===== src/rtl/conv_pkg.sv =====
// -----------------------------------------------------------------------------
// conv_pkg
//   Shared definitions for the convolution datapath (window generator and the
//   pe array top).
//   - PIX_W / WIN_W : pixel width and packed 3-pixel row-triplet width
//   - IMG_W_DEF / IMG_H_DEF : default frame geometry
//   - state_t : IDLE/RUN capture state of the window generator
//   - shift_in() : pushes a new pixel into a packed triplet (newest in [7:0])
// -----------------------------------------------------------------------------
package conv_pkg;

    localparam int PIX_W     = 8;
    localparam int WIN_W     = 3 * PIX_W;
    localparam int IMG_W_DEF = 64;
    localparam int IMG_H_DEF = 64;

    typedef enum logic {
        IDLE = 1'b0,
        RUN  = 1'b1
    } state_t;

    // Oldest pixel (col c-2) falls off the top; newest (col c) enters at [7:0].
    function automatic logic [WIN_W-1:0] shift_in(
        input logic [WIN_W-1:0] win_in,
        input logic [PIX_W-1:0] pix_in
    );
        return {win_in[WIN_W-PIX_W-1:0], pix_in};
    endfunction

endpackage


===== src/rtl/win3x3_gen_if.sv =====
// -----------------------------------------------------------------------------
// win3x3_gen_if
//   Pixel-in / window-out bundle of the 3x3 window generator.
//   - s_data/s_valid/s_ready : raster-order pixel stream into the generator
//   - p_top/p_mid/p_bot      : row triplets for rows r-2, r-1, r
//   - p_valid                : one-cycle strobe per complete window
//   Modports: slave = window generator, master = pixel source / window sink.
// -----------------------------------------------------------------------------
interface win3x3_gen_if;
    import conv_pkg::*;

    logic [PIX_W-1:0] s_data;
    logic             s_valid;
    logic             s_ready;
    logic [WIN_W-1:0] p_top;
    logic [WIN_W-1:0] p_mid;
    logic [WIN_W-1:0] p_bot;
    logic             p_valid;

    modport slave (
        input  s_data,
        input  s_valid,
        output s_ready,
        output p_top,
        output p_mid,
        output p_bot,
        output p_valid
    );

    modport master (
        output s_data,
        output s_valid,
        input  s_ready,
        input  p_top,
        input  p_mid,
        input  p_bot,
        input  p_valid
    );

endinterface


===== src/rtl/line_buf.sv =====
// -----------------------------------------------------------------------------
// line_buf
//   One image line of storage indexed by column.
//   - clk   : clock
//   - we    : write enable (write on rising edge)
//   - addr  : column index, shared by read and write
//   - wdata : pixel to store
//   - rdata : combinational read of the currently stored pixel at addr
//   Read returns the old contents in the write cycle, which gives the
//   read-before-write behaviour the line chaining relies on. Contents are not
//   reset; every location is written before it is used for a valid window.
// -----------------------------------------------------------------------------
module line_buf #(
    parameter int DEPTH = 64,
    parameter int WIDTH = 8,
    localparam int AW   = $clog2(DEPTH)
) (
    input  logic             clk,
    input  logic             we,
    input  logic [AW-1:0]    addr,
    input  logic [WIDTH-1:0] wdata,
    output logic [WIDTH-1:0] rdata
);

    logic [WIDTH-1:0] mem [DEPTH];

    assign rdata = mem[addr];

    always_ff @(posedge clk) begin
        if (we) begin
            mem[addr] <= wdata;
        end
    end

endmodule


===== src/rtl/win3x3_gen.sv =====
// -----------------------------------------------------------------------------
// win3x3_gen
//   Turns a raster-order 8-bit pixel stream into 3x3 windows (valid-only, no
//   padding). An IMG_W x IMG_H frame gives (IMG_W-2)*(IMG_H-2) windows, each
//   delivered as three packed row triplets one clock after the pixel that
//   completes it.
//   Ports:
//   - clk, rstn  : clock, asynchronous active-low reset
//   - start      : one-cycle pulse arming capture of one frame (ignored in RUN)
//   - pix        : win3x3_gen_if.slave (pixel stream in, row triplets out)
//   - busy       : high while a frame is being captured
//   - frame_done : one-cycle pulse after the last pixel of the frame is taken
// -----------------------------------------------------------------------------
module win3x3_gen
    import conv_pkg::*;
#(
    parameter int IMG_W = IMG_W_DEF,
    parameter int IMG_H = IMG_H_DEF
) (
    input  logic         clk,
    input  logic         rstn,
    input  logic         start,
    win3x3_gen_if.slave  pix,
    output logic         busy,
    output logic         frame_done
);

    localparam int CW = $clog2(IMG_W);
    localparam int RW = $clog2(IMG_H);

    state_t          state_q, state_d;
    logic [CW-1:0]   col_q, col_d;
    logic [RW-1:0]   row_q, row_d;
    logic            p_valid_q, p_valid_d;
    logic            frame_done_q, frame_done_d;

    logic            accept;
    logic            col_last;
    logic            row_last;
    logic [PIX_W-1:0] lb_a_rd;   // row r-1 at column c
    logic [PIX_W-1:0] lb_b_rd;   // row r-2 at column c

    // Pixel entering each row shifter: index 0 = top (r-2), 2 = bottom (r).
    logic [PIX_W-1:0] row_pix [3];

    // Never back-pressures mid-frame; readiness is purely the capture state.
    assign accept   = pix.s_valid && (state_q == RUN);
    assign col_last = (col_q == CW'(IMG_W - 1));
    assign row_last = (row_q == RW'(IMG_H - 1));

    // ---------------------------------------------------------------------
    // Line buffers: LB_A holds the previous line, LB_B the one before that.
    // On each accepted pixel the old LB_A entry moves down into LB_B and the
    // new pixel replaces it, so the pair always holds rows r-1 and r-2.
    // ---------------------------------------------------------------------
    line_buf #(
        .DEPTH (IMG_W),
        .WIDTH (PIX_W)
    ) u_lb_a (
        .clk   (clk),
        .we    (accept),
        .addr  (col_q),
        .wdata (pix.s_data),
        .rdata (lb_a_rd)
    );

    line_buf #(
        .DEPTH (IMG_W),
        .WIDTH (PIX_W)
    ) u_lb_b (
        .clk   (clk),
        .we    (accept),
        .addr  (col_q),
        .wdata (lb_a_rd),
        .rdata (lb_b_rd)
    );

    assign row_pix[0] = lb_b_rd;
    assign row_pix[1] = lb_a_rd;
    assign row_pix[2] = pix.s_data;

    // ---------------------------------------------------------------------
    // Row shifters. They are not flushed at a line wrap: the first two
    // windows of each line hold stale columns from the previous line, and
    // p_valid is simply withheld for c < 2.
    // ---------------------------------------------------------------------
    for (genvar gi = 0; gi < 3; gi++) begin : g_row
        logic [WIN_W-1:0] win_q, win_d;

        always_comb begin
            win_d = win_q;
            if (accept) begin
                win_d = shift_in(win_q, row_pix[gi]);
            end
        end

        always_ff @(posedge clk or negedge rstn) begin
            if (!rstn) begin
                win_q <= '0;
            end else begin
                win_q <= win_d;
            end
        end
    end

    // ---------------------------------------------------------------------
    // Capture FSM and raster counters
    // ---------------------------------------------------------------------
    always_comb begin
        state_d      = state_q;
        col_d        = col_q;
        row_d        = row_q;
        p_valid_d    = 1'b0;
        frame_done_d = 1'b0;

        case (state_q)
            IDLE: begin
                if (start) begin
                    state_d = RUN;
                    col_d   = '0;
                    row_d   = '0;
                end
            end

            RUN: begin
                if (accept) begin
                    // A full window exists once two earlier rows and two
                    // earlier columns of the current line have been seen.
                    p_valid_d = (row_q >= RW'(2)) && (col_q >= CW'(2));

                    if (col_last) begin
                        col_d = '0;
                        row_d = row_last ? '0 : row_q + RW'(1);
                    end else begin
                        col_d = col_q + CW'(1);
                    end

                    if (col_last && row_last) begin
                        state_d      = IDLE;
                        frame_done_d = 1'b1;
                    end
                end
            end

            default: begin
                state_d = IDLE;
            end
        endcase
    end

    always_ff @(posedge clk or negedge rstn) begin
        if (!rstn) begin
            state_q      <= IDLE;
            col_q        <= '0;
            row_q        <= '0;
            p_valid_q    <= 1'b0;
            frame_done_q <= 1'b0;
        end else begin
            state_q      <= state_d;
            col_q        <= col_d;
            row_q        <= row_d;
            p_valid_q    <= p_valid_d;
            frame_done_q <= frame_done_d;
        end
    end

    // ---------------------------------------------------------------------
    // Outputs
    // ---------------------------------------------------------------------
    assign pix.s_ready = (state_q == RUN);
    assign busy        = (state_q == RUN);
    assign pix.p_top   = g_row[0].win_q;
    assign pix.p_mid   = g_row[1].win_q;
    assign pix.p_bot   = g_row[2].win_q;
    assign pix.p_valid = p_valid_q;
    assign frame_done  = frame_done_q;

endmodule


===== src/flat_wrapper.sv =====
// flat-port wrapper written by rule: the top's interface ports become plain ports
module win3x3_gen_flat import conv_pkg::*;
#(
    parameter int IMG_W = IMG_W_DEF,
    parameter int IMG_H = IMG_H_DEF
)
  (clk, rstn, start, busy, frame_done, pix_s_data, pix_s_valid, pix_s_ready, pix_p_top, pix_p_mid, pix_p_bot, pix_p_valid);
  win3x3_gen_if pix_i ();
  input  logic clk;
  input  logic rstn;
  input  logic start;
  output logic busy;
  output logic frame_done;
  input wire logic [$bits(pix_i.s_data)-1:0] pix_s_data;
  input wire logic [$bits(pix_i.s_valid)-1:0] pix_s_valid;
  output wire logic [$bits(pix_i.s_ready)-1:0] pix_s_ready;
  output wire logic [$bits(pix_i.p_top)-1:0] pix_p_top;
  output wire logic [$bits(pix_i.p_mid)-1:0] pix_p_mid;
  output wire logic [$bits(pix_i.p_bot)-1:0] pix_p_bot;
  output wire logic [$bits(pix_i.p_valid)-1:0] pix_p_valid;
  assign pix_i.s_data = pix_s_data;
  assign pix_i.s_valid = pix_s_valid;
  assign pix_s_ready = pix_i.s_ready;
  assign pix_p_top = pix_i.p_top;
  assign pix_p_mid = pix_i.p_mid;
  assign pix_p_bot = pix_i.p_bot;
  assign pix_p_valid = pix_i.p_valid;
  win3x3_gen #(.IMG_W(IMG_W), .IMG_H(IMG_H)) u_core (.clk(clk), .rstn(rstn), .start(start), .pix(pix_i), .busy(busy), .frame_done(frame_done));
endmodule

===== config.mk =====
export PLATFORM = sky130hd
export DESIGN_NAME = win3x3_gen_flat
export DESIGN_NICKNAME = d
export VERILOG_FILES = /design/src/rtl/conv_pkg.sv /design/src/rtl/win3x3_gen_if.sv /design/src/rtl/line_buf.sv /design/src/rtl/win3x3_gen.sv /design/src/flat_wrapper.sv
export SDC_FILE = /design/constraint.sdc
export NUM_CORES = 1
export LEC_CHECK = 0
export ABC_AREA = 1
export BUFFER_PORTS_ARGS = -buffer_cell sky130_fd_sc_hd__buf_2
export CORE_UTILIZATION = 40
export DETAILED_ROUTE_END_ITERATION = 10
export HOLD_SLACK_MARGIN = 0.1
export SLEW_MARGIN = 30
export SYNTH_ARGS = -nofsm -noshare
export SYNTH_HDL_FRONTEND = slang
export SYNTH_HIERARCHICAL = 1
export SYNTH_SLANG_ARGS = --single-unit

===== constraint.sdc =====
create_clock -name clk -period 4.9 [get_ports clk]
set_clock_uncertainty 0.1 [all_clocks]
set_input_delay 0.49 -clock clk [delete_from_list [all_inputs] [get_ports clk]]
set_output_delay 0.49 -clock clk [all_outputs]
set_load 0.005 [all_outputs]

* Word level (Yosys, flattened, before mapping)
Memory sizes are Yosys's and may differ from the RTL's. A register that Yosys moved wholly into a read port is not among the register bits.
Cells that the tools add are included.
Widths: inputs -> output; s select.
** Word-level totals
- Memories :: 2
- Output and inout port bits :: 76
- RAM bits :: 1024
- Register bits :: 87
- Bits of input ports :: 12
- Word-level logic and storage cells :: 45
** Operators by class
- Muxes and demuxes :: 19
- Reduce and logical (&&, ||, !) cells :: 6
- Bitwise logic cells :: 1
- Magnitude comparators :: 2
- Eq/ne operators :: 5
- Add/sub/neg operators :: 2
** Memory list
- u_core.u_lb_a.mem :: depth 64, bits a word 8, read ports 1, clocked after memory_dff 0, write ports 1, line line_buf.sv:25 : logic [WIDTH-1:0] mem [DEPTH];
- u_core.u_lb_b.mem :: depth 64, bits a word 8, read ports 1, clocked after memory_dff 1, write ports 1, line line_buf.sv:25
** Operators by type and width (number)
- $mux 6 :: 6
- $pmux 6 s2 :: 2
- $add 6x1->6 const B :: 2
- $eq 6x6->1 const B :: 2
- $ge 6x2->1 const B :: 2
- $mux 1 :: 10
- $ne 2x2->1 const B :: 3
- $logic_and 1x1->1 :: 3
- $reduce_and 3->1 :: 1
- $pmux 1 s2 :: 1
- $reduce_and 2->1 :: 1
- $logic_not 1->1 :: 1
- $not 1->1 :: 1

* Logic depth before layout (Yosys ltp)
Gate-level depths: netlist of the first run.
- Word-level depth :: 5
- Mapped depth :: 15
- Mapped depth without buffers :: 13

* Hierarchy
The synthesis of the first run kept the hierarchy.
** Modules (own cells, without submodules)
- line_buf :: area each 21884.7 um^2, seq. area each 15374.7 um^2, times used 2, cells an instance 2159
- win3x3_gen :: area each 3537.1 um^2, seq. area each 2177.1 um^2, times used 1, cells an instance 400

* Worst setup path after synthesis of the first run
Ideal clock, no wire load.
- Path type :: reg-to-reg
- Start :: register u_core.col_q[0]
- End :: memory u_core.u_lb_b.mem[0][7] (data pin)
- Arrival time :: 2.157 ns
- Cell stages (with the launch flop) :: 14
- Data required time :: 4.441 ns
- Buffers on the path :: 2
- Slack :: 2.284 ns
- Period minus slack after synthesis :: 2.616 ns
- Setup time :: 0.359 ns
- Path through :: dfrtp_1 inv_2 buf_2 buf_2 nand2_1 nand2_1 nand2_1 nand2_1 nand2_1 nand2_1 nand2_1 nand2_1 nor2_1 nand2_1
** Between the ends
- Word-level cells in the longest chain between the ends :: 1
** Ends and longest elaborated chain
- start: declaration :: line win3x3_gen.sv:32 : logic [CW-1:0] col_q, col_d;
- start signal: assignment :: line win3x3_gen.sv:160 : col_q <= col_d;
- $mem_v2 64x8
- net u_core.lb_a_rd[7] :: line win3x3_gen.sv:40 : logic [PIX_W-1:0] lb_a_rd;
- end: declaration :: line line_buf.sv:25
The timed path passes the listed nets, and every way through them passes these cells.

* Worst setup path in the final report of the first run
- Start :: register u_core.col_q[0]
- End :: memory u_core.u_lb_a.mem[19][4] (enable)
** RTL lines (line)
- end: declaration :: line_buf.sv:25
Straight into the memory's write port.

==> results of run 1 <==
-- sequential cells by signal, summed over array words and instances, names as in the netlist --
register	flops
u_core/pix.p_top	24
u_core/pix.p_mid	24
u_core/u_lb_b/mem	512
u_core/col_q	6
u_core/row_q	6
u_core/pix.p_bot	24
u_core/frame_done	1
u_core/u_lb_a/mem	512
u_core/busy	1
u_core/pix.p_valid	1
-- what timing repair did --
| action | CTS | global route |
|---|---|---|
| setup buffers | 0 | 0 |
| endpoints found under the hold margin | 54 | 0 |
| setup endpoints to repair | 0 | 0 |
| hold buffers | 2 | 0 |
-- through the flow --
| step | instances | cell area, um^2 | setup WS (ps) |
|---|---|---|---|
| after floorplan | 4718 | 47300 | 2280 |
| after global placement | 6175 | 49100 | 1410 |
| after detailed placement | 6175 | 49100 | 1390 |
| after CTS | 6388 | 52900 | 1370 |
| after global routing | 6388 | 52900 | 1160 |
| final | 6389 | 52900 | 1290 |
-- synthesized netlist by cell type --
library cell / instances
o21ai_0: 14
nor3_1: 1
clkinv_2: 1
nor2_1: 184
nand3_1: 34
o31ai_1: 1
nand2_1: 2987
nand2_2: 1
or2_2: 7
o21ai_2: 2
o22ai_1: 3
ha_1: 4
a21oi_1: 4
buf_4: 15
o21ai_1: 17
or2_1: 6
nand4_1: 5
o211ai_1: 12
clkinv_1: 2
buf_1: 8
inv_2: 9
edfxtp_1: 1024
buf_6: 33
nor3_2: 17
nand3_4: 1
clkbuf_1: 48
dfrtp_1: 87
nand2_4: 1
xor2_1: 1
inv_1: 65
nor4_1: 4
buf_2: 115
nor2_2: 5
-- how the worst max path moves through the flow --
stage | to | startpoint
6_report | u_core/u_lb_a/mem[19][4] | u_core/col_q[0]
2_1_floorplan | u_core/u_lb_b/mem[0][7] | u_core/col_q[0]
5_1_grt | u_core/u_lb_b/mem[60][2] | u_core/col_q[0]
3_5_place_dp | u_core/u_lb_a/mem[8][7] | u_core/col_q[1]
3_3_place_gp | u_core/u_lb_a/mem[8][7] | u_core/col_q[1]
4_1_cts | u_core/u_lb_a/mem[8][0] | u_core/col_q[1]
-- cell type report --
cell class | instances | area, um^2
Tap cell | 1524 | 1910
Clock buffer | 142 | 3070
Sequential cell | 1111 | 32900
Multi-Input combinational cell | 3311 | 12800
Clock inverter | 69 | 772
Inverter | 77 | 304
Fill cell | 10900 | 63800
Antenna cell | 1 | 2.50
Timing Repair Buffer | 154 | 1080
-- per-layer routing --
metal / vias up / GRT usage (%) / part of all wire [%]
li1: 15300 / - / -
met1: 15200 / 27.4 / 45
met2: 899 / 32.1 / 47
met3: 175 / 2.34 / 5.2
met4: 0 / 6.47 / 2.8
met5: - / 0 / 0
-- cells by family after synthesis --
family,count (synthesis)
flip-flops,1111
adder cells (fa/ha/maj),4
buffers and inverters,296
AND/OR/NAND/NOR,3253
AO/OA/AOI/OAI,53
XOR/XNOR,1
-- report_power, final --
part | total, W | leakage (nW) | internal [W] | switching, W
Combinational | 0.00759 | 10.2 | 0.00159 | 0.00600
Sequential | 0.0126 | 10.4 | 0.0123 | 0.000301
Clock | 0.00889 | 1.88 | 0.00531 | 0.00358
Total | 0.0291 | 22.4 | 0.0192 | 0.00989
-- critical path, delay by kind of cell (launching register included) --
kind / cells / cell delay, ps
AND/OR/NAND/NOR: 2 / 1800
flip-flops: 1 / 530
buffers and inverters: 1 / 540
==> summary by stage, run 1 <==
Clock tree
No sink is reached through more buffers than the 3 on the longest clock path. In this run the number of H-tree levels came out at 3. The post-cts gate resize count is 0. CTS saw 1111 sinks. The clock input transition at the sequential cells of the worst setup and hold paths is 60 ps. Clock latency on the worst-skew pair, taken at its later pin, is 690 ps.

TritonCTS built the clock tree. Clock tree synthesis selected as its root buffer the cell clkbuf_16. The clock buffer count from CTS is 113.

Worst setup path
The launching point of the worst reg2reg path is u_core/col_q[0]. STA classifies the critical path startpoint as a flop. Data on the critical path is required at its endpoint by 5090 ps. The peak fanout along the critical path is 192. For this run, the slowest stage of the critical path takes 990 ps. On the critical path, the stage with the largest delay is an instance of nor2_1.

The worst setup path is of the reg -> reg kind. The number of cells on the worst reg-to-reg path is 3. At the worst endpoint, the arrival time is 3810 ps.

The terminus of the critical flop-to-flop path is u_core/u_lb_a/mem[19][4]. Walking the worst path, the cells encountered are buf_12, nand3_1, nor2_1. The worst register-to-register path has a setup slack of 1290 ps.

The worst setup path is captured at a flop.

Floorplan
The die covers 120000 um^2. The initial cell density of the core is 40.5%. During I/O placement, the number of pins put on the boundary was 88.

After floorplanning, the core was divided into 125 placement rows. The floorplan step set the die height to 346 um. The total core area is 117000 um^2. The floorplan step set the die width to 346 um.

Route
The count of antenna-violating nets left after detailed routing is 0. The via count of the routed design is 31600. The count of routing violations after the opening detailed-route iteration is 2863. After detailed routing, the number of remaining DRC violations is 0.

Using the TritonRoute via totals, the vias-per-cell ratio works out to 4.95. Dividing the detail-routed wire length by the instance count gives 18.5 um. After detailed routing, the total wire length is 118000 um. The first-pass detailed-route iteration total is 6.

Timing
Across all hold checks on the routed design, the worst slack comes to 285 ps. Setup total negative slack on the finished layout was measured at 0 ps. The number of hold-slack violations in the final timing report is 0.

The measured slew at the worst slew-check pin is 1000 ps. After layout, the minimum clock period comes to 3610 ps. The final clock period utilization by the worst path is 73.8%. Setup violations remaining at the end of the flow were counted as 0.

The number of max-slew violations in the final report is 0. The fmax is 277 MHz. Setup repair after global routing left no endpoint under its margin. Measured against its own limit, the worst slew margin works out to 33.2%.

Place
Buffers placed on the I/O ports in this run total 87. The final weighted congestion in routability-driven placement is 0.851. The HPWL after detailed placement is 68000 um.

Synthesis
Summing the areas of all compound-gate instances in the mapped netlist gives 0.653% of the synthesized area. The number of distinct library cell variants in the gate-level netlist after synthesis is 33. The cell count after synthesis is 4718.

The mux share of post-synthesis cell area is 0%. By area the synthesized netlist is led by edfxtp_1 (65%), nand2_1 (24%), dfrtp_1 (4.6%), nor2_1 (1.5%), buf_2 (1.2%). The average size of a mapped cell is 10.0 um^2. The sequential share of the synthesized area is 69.6%. The largest total area in the synthesized netlist belongs to edfxtp_1. The number of nets in the synthesized netlist is 4734. The share of the synthesized area in the top cell type is 65.0%. The post-synthesis adder-cell area fraction is 0.106%.

In this run, synthesis produced a sequential element count of 1111. Of the total synthesized cell area, the portion taken by AND, OR, NAND and NOR gates is 26.3%. The combinational family with the most area after synthesis is simple AND/OR/NAND/NOR gates. In this run the cell area of the synthesized design comes to 47300 um^2. The xor and xnor area share after synthesis is 0.0185%. For this run, the number of Yosys warnings is 6.

Final layout
Of the cells placed in the final design, the portion with a size suffix greater than 1 is 7.75%. The leading cell type in the layout, fill and taps excluded is nand2_1. In the final design database the tool counted 4784 nets. In the layout the commonest cells are nand2_1 (2979), edfxtp_1 (1024), nor2_1 (184). The area overhead of the layout relative to synthesis is 11.9%. The fraction of the core area covered by cells at the end of the flow is 45.4%.

Power and ir drop
The peak supply drop is 613 uV. The design draws 0.0291 W. Dividing total power by cell area gives a power density of 550 nW/um^2. Summed over all cells, the static leakage comes to 22.4 nW.

Flow run
The total of max-cap violations is 0.

Global routing
The number of global-route vias before repair is 30300. The overall overflow remaining after global route is 0. The pin count of the biggest net entering global routing is 193. The global-route usage over all layers is 19.7%. The number of antenna violations at the first check in global routing came to 0. The global-route wire length before repair is 184000 um.

Worst hold path
The worst hold path belongs to the class in -> async.

Status
The flow ran to the end, and the final reports show no timing, DRC or antenna violations.
Power figures use the tool's default switching activity.
==> run 2, diff against run 1 <==
clock period = 3.3 ns   (was 4.9 ns; I/O delays follow)
==> run 2 against run 1 <==
Net effect: flip-flop and latch count unchanged; final cell count up 2.9%; power up 49%; hold slack worse by 81 ps; critical path depth up 10.
==> summary by stage, run 2 (same netlist as run 1, synthesis figures left out) <==
Status
The flow ran to the end, and the final reports show no timing, DRC or antenna violations.

Timing
The number of max-slew violations in the final report came to 0. The number of hold-slack violations in the final timing report is 0. The worst relative slew slack is 41.9%.

Setup repair after global routing left no endpoint under its margin. At the pin with the least slew margin, the transition time is 872 ps. The worst path uses 90.1% of the clock period. For this run, the top clock speed supported by timing is 336 MHz. Setup violations remaining at the end of the flow were counted as 0. The routed design could run at a clock period as short as 2970 ps. The total negative slack is 0 ps.

Final layout
The repair_antennas step left the layout with diodes totalling 0. Summing all flip-flop and latch instances after layout gives 32900 um^2. In the final design database the tool counted 4971 nets. The largest registers in the layout are u_core/u_lb_a/mem: 512 flops, u_core/u_lb_b/mem: 512 flops.

In the layout the commonest cells are nand2_1 (2979), edfxtp_1 (1024), buf_4 (217). The area growth from synthesis to layout is 14.9%. For this run, the share of the core covered by cells in the final layout is 46.6%. The multi-input logic area is 12800 um^2. The count of fill cells added during filler insertion is 10900.

Cells with a size suffix above 1 make up 10.8% of the layout. The leading cell type in the layout, fill and taps excluded is nand2_1.

Route
The via density per instance is 4.96. The routed wire length is 124000 um. The detail route stage leaves a number of antenna-violating nets equal to 0.

The first detailed-routing pass took 6 iterations. The count of routing violations after the opening detailed-route iteration is 2812. The via count of the routed design is 32600. The DRC violation count after routing is 0. The average routed wire per standard cell is 18.9 um.

Worst hold path
The path class of the tightest hold or removal check is in -> reg. The number of cells on the worst hold path is 1. The terminating pin of the worst hold path is u_core/u_lb_a/mem[10][3].

The worst hold path begins at pix_s_data[3].

Power and ir drop
The final total power is 0.0434 W. The combinational share of power is 27.9%. The peak supply drop is 616 uV. The total net switching power is 0.0149 W. The switching fraction of total power is 34.3%. In this run the power density over the cells is 798 nW/um^2.

In this run the static leakage power is 23.3 nW. Internal power comes to 0.0285 W. The clock network power share is 29.0%.

Registers are responsible for 43.1% of the overall power.

Global routing
The number of global-route vias before repair was 31700. The pin count of the biggest net entering global routing is 85. The first global-routing pass estimated 192000 um of wire. The number of antenna violations at the first check in global routing is 0. The overall overflow remaining after global route is 0. The global-route usage over all layers is 20.8%.

Worst setup path
The critical path in this run is classified as reg -> reg. The peak fanout along the critical path is 65. The setup check on the worst reg-to-reg path leaves a slack of 330 ps. The endpoint identified for the worst register-to-register timing path is u_core/u_lb_b/mem[45][3]. The critical path launch point type is a flop. Counting cells, the worst reg-to-reg path comes to 13.

The sort of element at the end of the critical path is a flop. In this run the critical register-to-register path is launched from u_core/col_q[0]. The arrival time reported for the critical path endpoint is 3320 ps.

The required time of the worst setup path is 3650 ps.

Place
The HPWL after detailed placement is 75000 um. Buffers placed on the I/O ports in this run total 87. The final weighted congestion in routability-driven placement is 0.870.

Floorplan
The floorplan die area is 120000 um^2. Measured along the x axis, the die boundary spans 346 um. The die is 346 um tall. The region available for standard cell placement spans 117000 um^2. The count of standard-cell rows is 125. The number of primary I/O pins is 88.

The initial cell density of the core is 40.5%.

Clock tree
Counting the buffers created by CTS gives 114. The H-tree generated during clock tree synthesis spans 3 levels. The clock reaches the later pin of the worst-skew pair after 700 ps. The maximum buffer depth of the clock tree is 3. The clock input transition at the sequential cells of the worst setup and hold paths is 60 ps. Once the clock tree was built, the setup fixing pass inserted 0 buffers. CTS placed an instance of clkbuf_16 at the clock tree root. The CTS tree is built.

Clock tree synthesis found a total of 1111 sinks.

Flow run
Across the run, the number of max-cap violations was 0.
-- run 2: how the worst max path moves through the flow --
stage | start | to | slack (ps) | cells past startpoint
after CTS | u_core/col_q[0] | u_core/pix.p_mid[3] | 300 | 15
after detailed placement | u_core/col_q[0] | u_core/pix.p_mid[3] | 340 | 15
after global routing | u_core/col_q[0] | u_core/pix.p_mid[3] | 80 | 15
final | u_core/col_q[0] | u_core/u_lb_b/mem[45][3] | 330 | 13
after floorplan | u_core/col_q[0] | u_core/u_lb_b/mem[0][7] | 680 | 13
after global placement | u_core/col_q[0] | u_core/pix.p_mid[3] | 340 | 15
-- run 2: worst max-delay path, cell delays in order (launching register included) --
cell and delay (ps):
dfrtp_4 610, inv_6 390, buf_12 310, nand2_1 80
nand2_1 60, nand2_1 60, nand2_1 130, nand2_1 60
nand2_1 120, nand2_1 140, nand2_1 120, nor2_1 50
nand2_2 90, buf_12 320
-- run 2: routing by layer --
| metal | up-vias | share of wire (%) | routed length [um] | GRT usage, % |
|---|---|---|---|---|
| met1 | 15700 | 43 | 53900 | 28.0 |
| li1 | 15700 | - | - | - |
| met2 | 954 | 48 | 60000 | 34.8 |
| met4 | 0 | 2.7 | 3360 | 6.35 |
| met5 | - | 0 | 0 | 0 |
| met3 | 213 | 5.5 | 6800 | 2.67 |
-- run 2: area by class of cell --
type | count | area share [%]
Timing Repair Buffer | 340 | 5.04
Tap cell | 1524 | 3.51
Inverter | 77 | 0.559
Clock inverter | 68 | 1.07
Multi-Input combinational cell | 3311 | 23.6
Clock buffer | 142 | 5.58
Sequential cell | 1111 | 60.6
-- run 2: repair_timing --
action,CTS,global route
hold buffers,10,0
endpoints found under the hold margin,198,0
resized for setup,0,0
-- run 2: metrics by stage --
stage / setup WS (ps) / instances / cell area (um^2) / hold WS, ps
finish: 326 / 6573 / 54300 / 204
global route: 83.6 / 6573 / 54300 / 189
CTS: 302 / 6573 / 54300 / 162
detailed placement: 340 / 6353 / 50600 / 220
global placement: 343 / 6353 / 50600 / 220
floorplan: 684 / 4718 / 47300 / -65.6
-- run 2: power groups by stage --
| stage | clock network (W) | registers, W | logic (W) |
|---|---|---|---|
| after floorplan | 0 | 0.0189 | 0.00666 |
| after global placement | 0 | 0.0190 | 0.0120 |
| after detailed placement | 0 | 0.0190 | 0.0121 |
| after CTS | 0.0128 | 0.0187 | 0.0122 |
| after global routing | 0.0133 | 0.0188 | 0.0133 |
| final | 0.0126 | 0.0187 | 0.0121 |
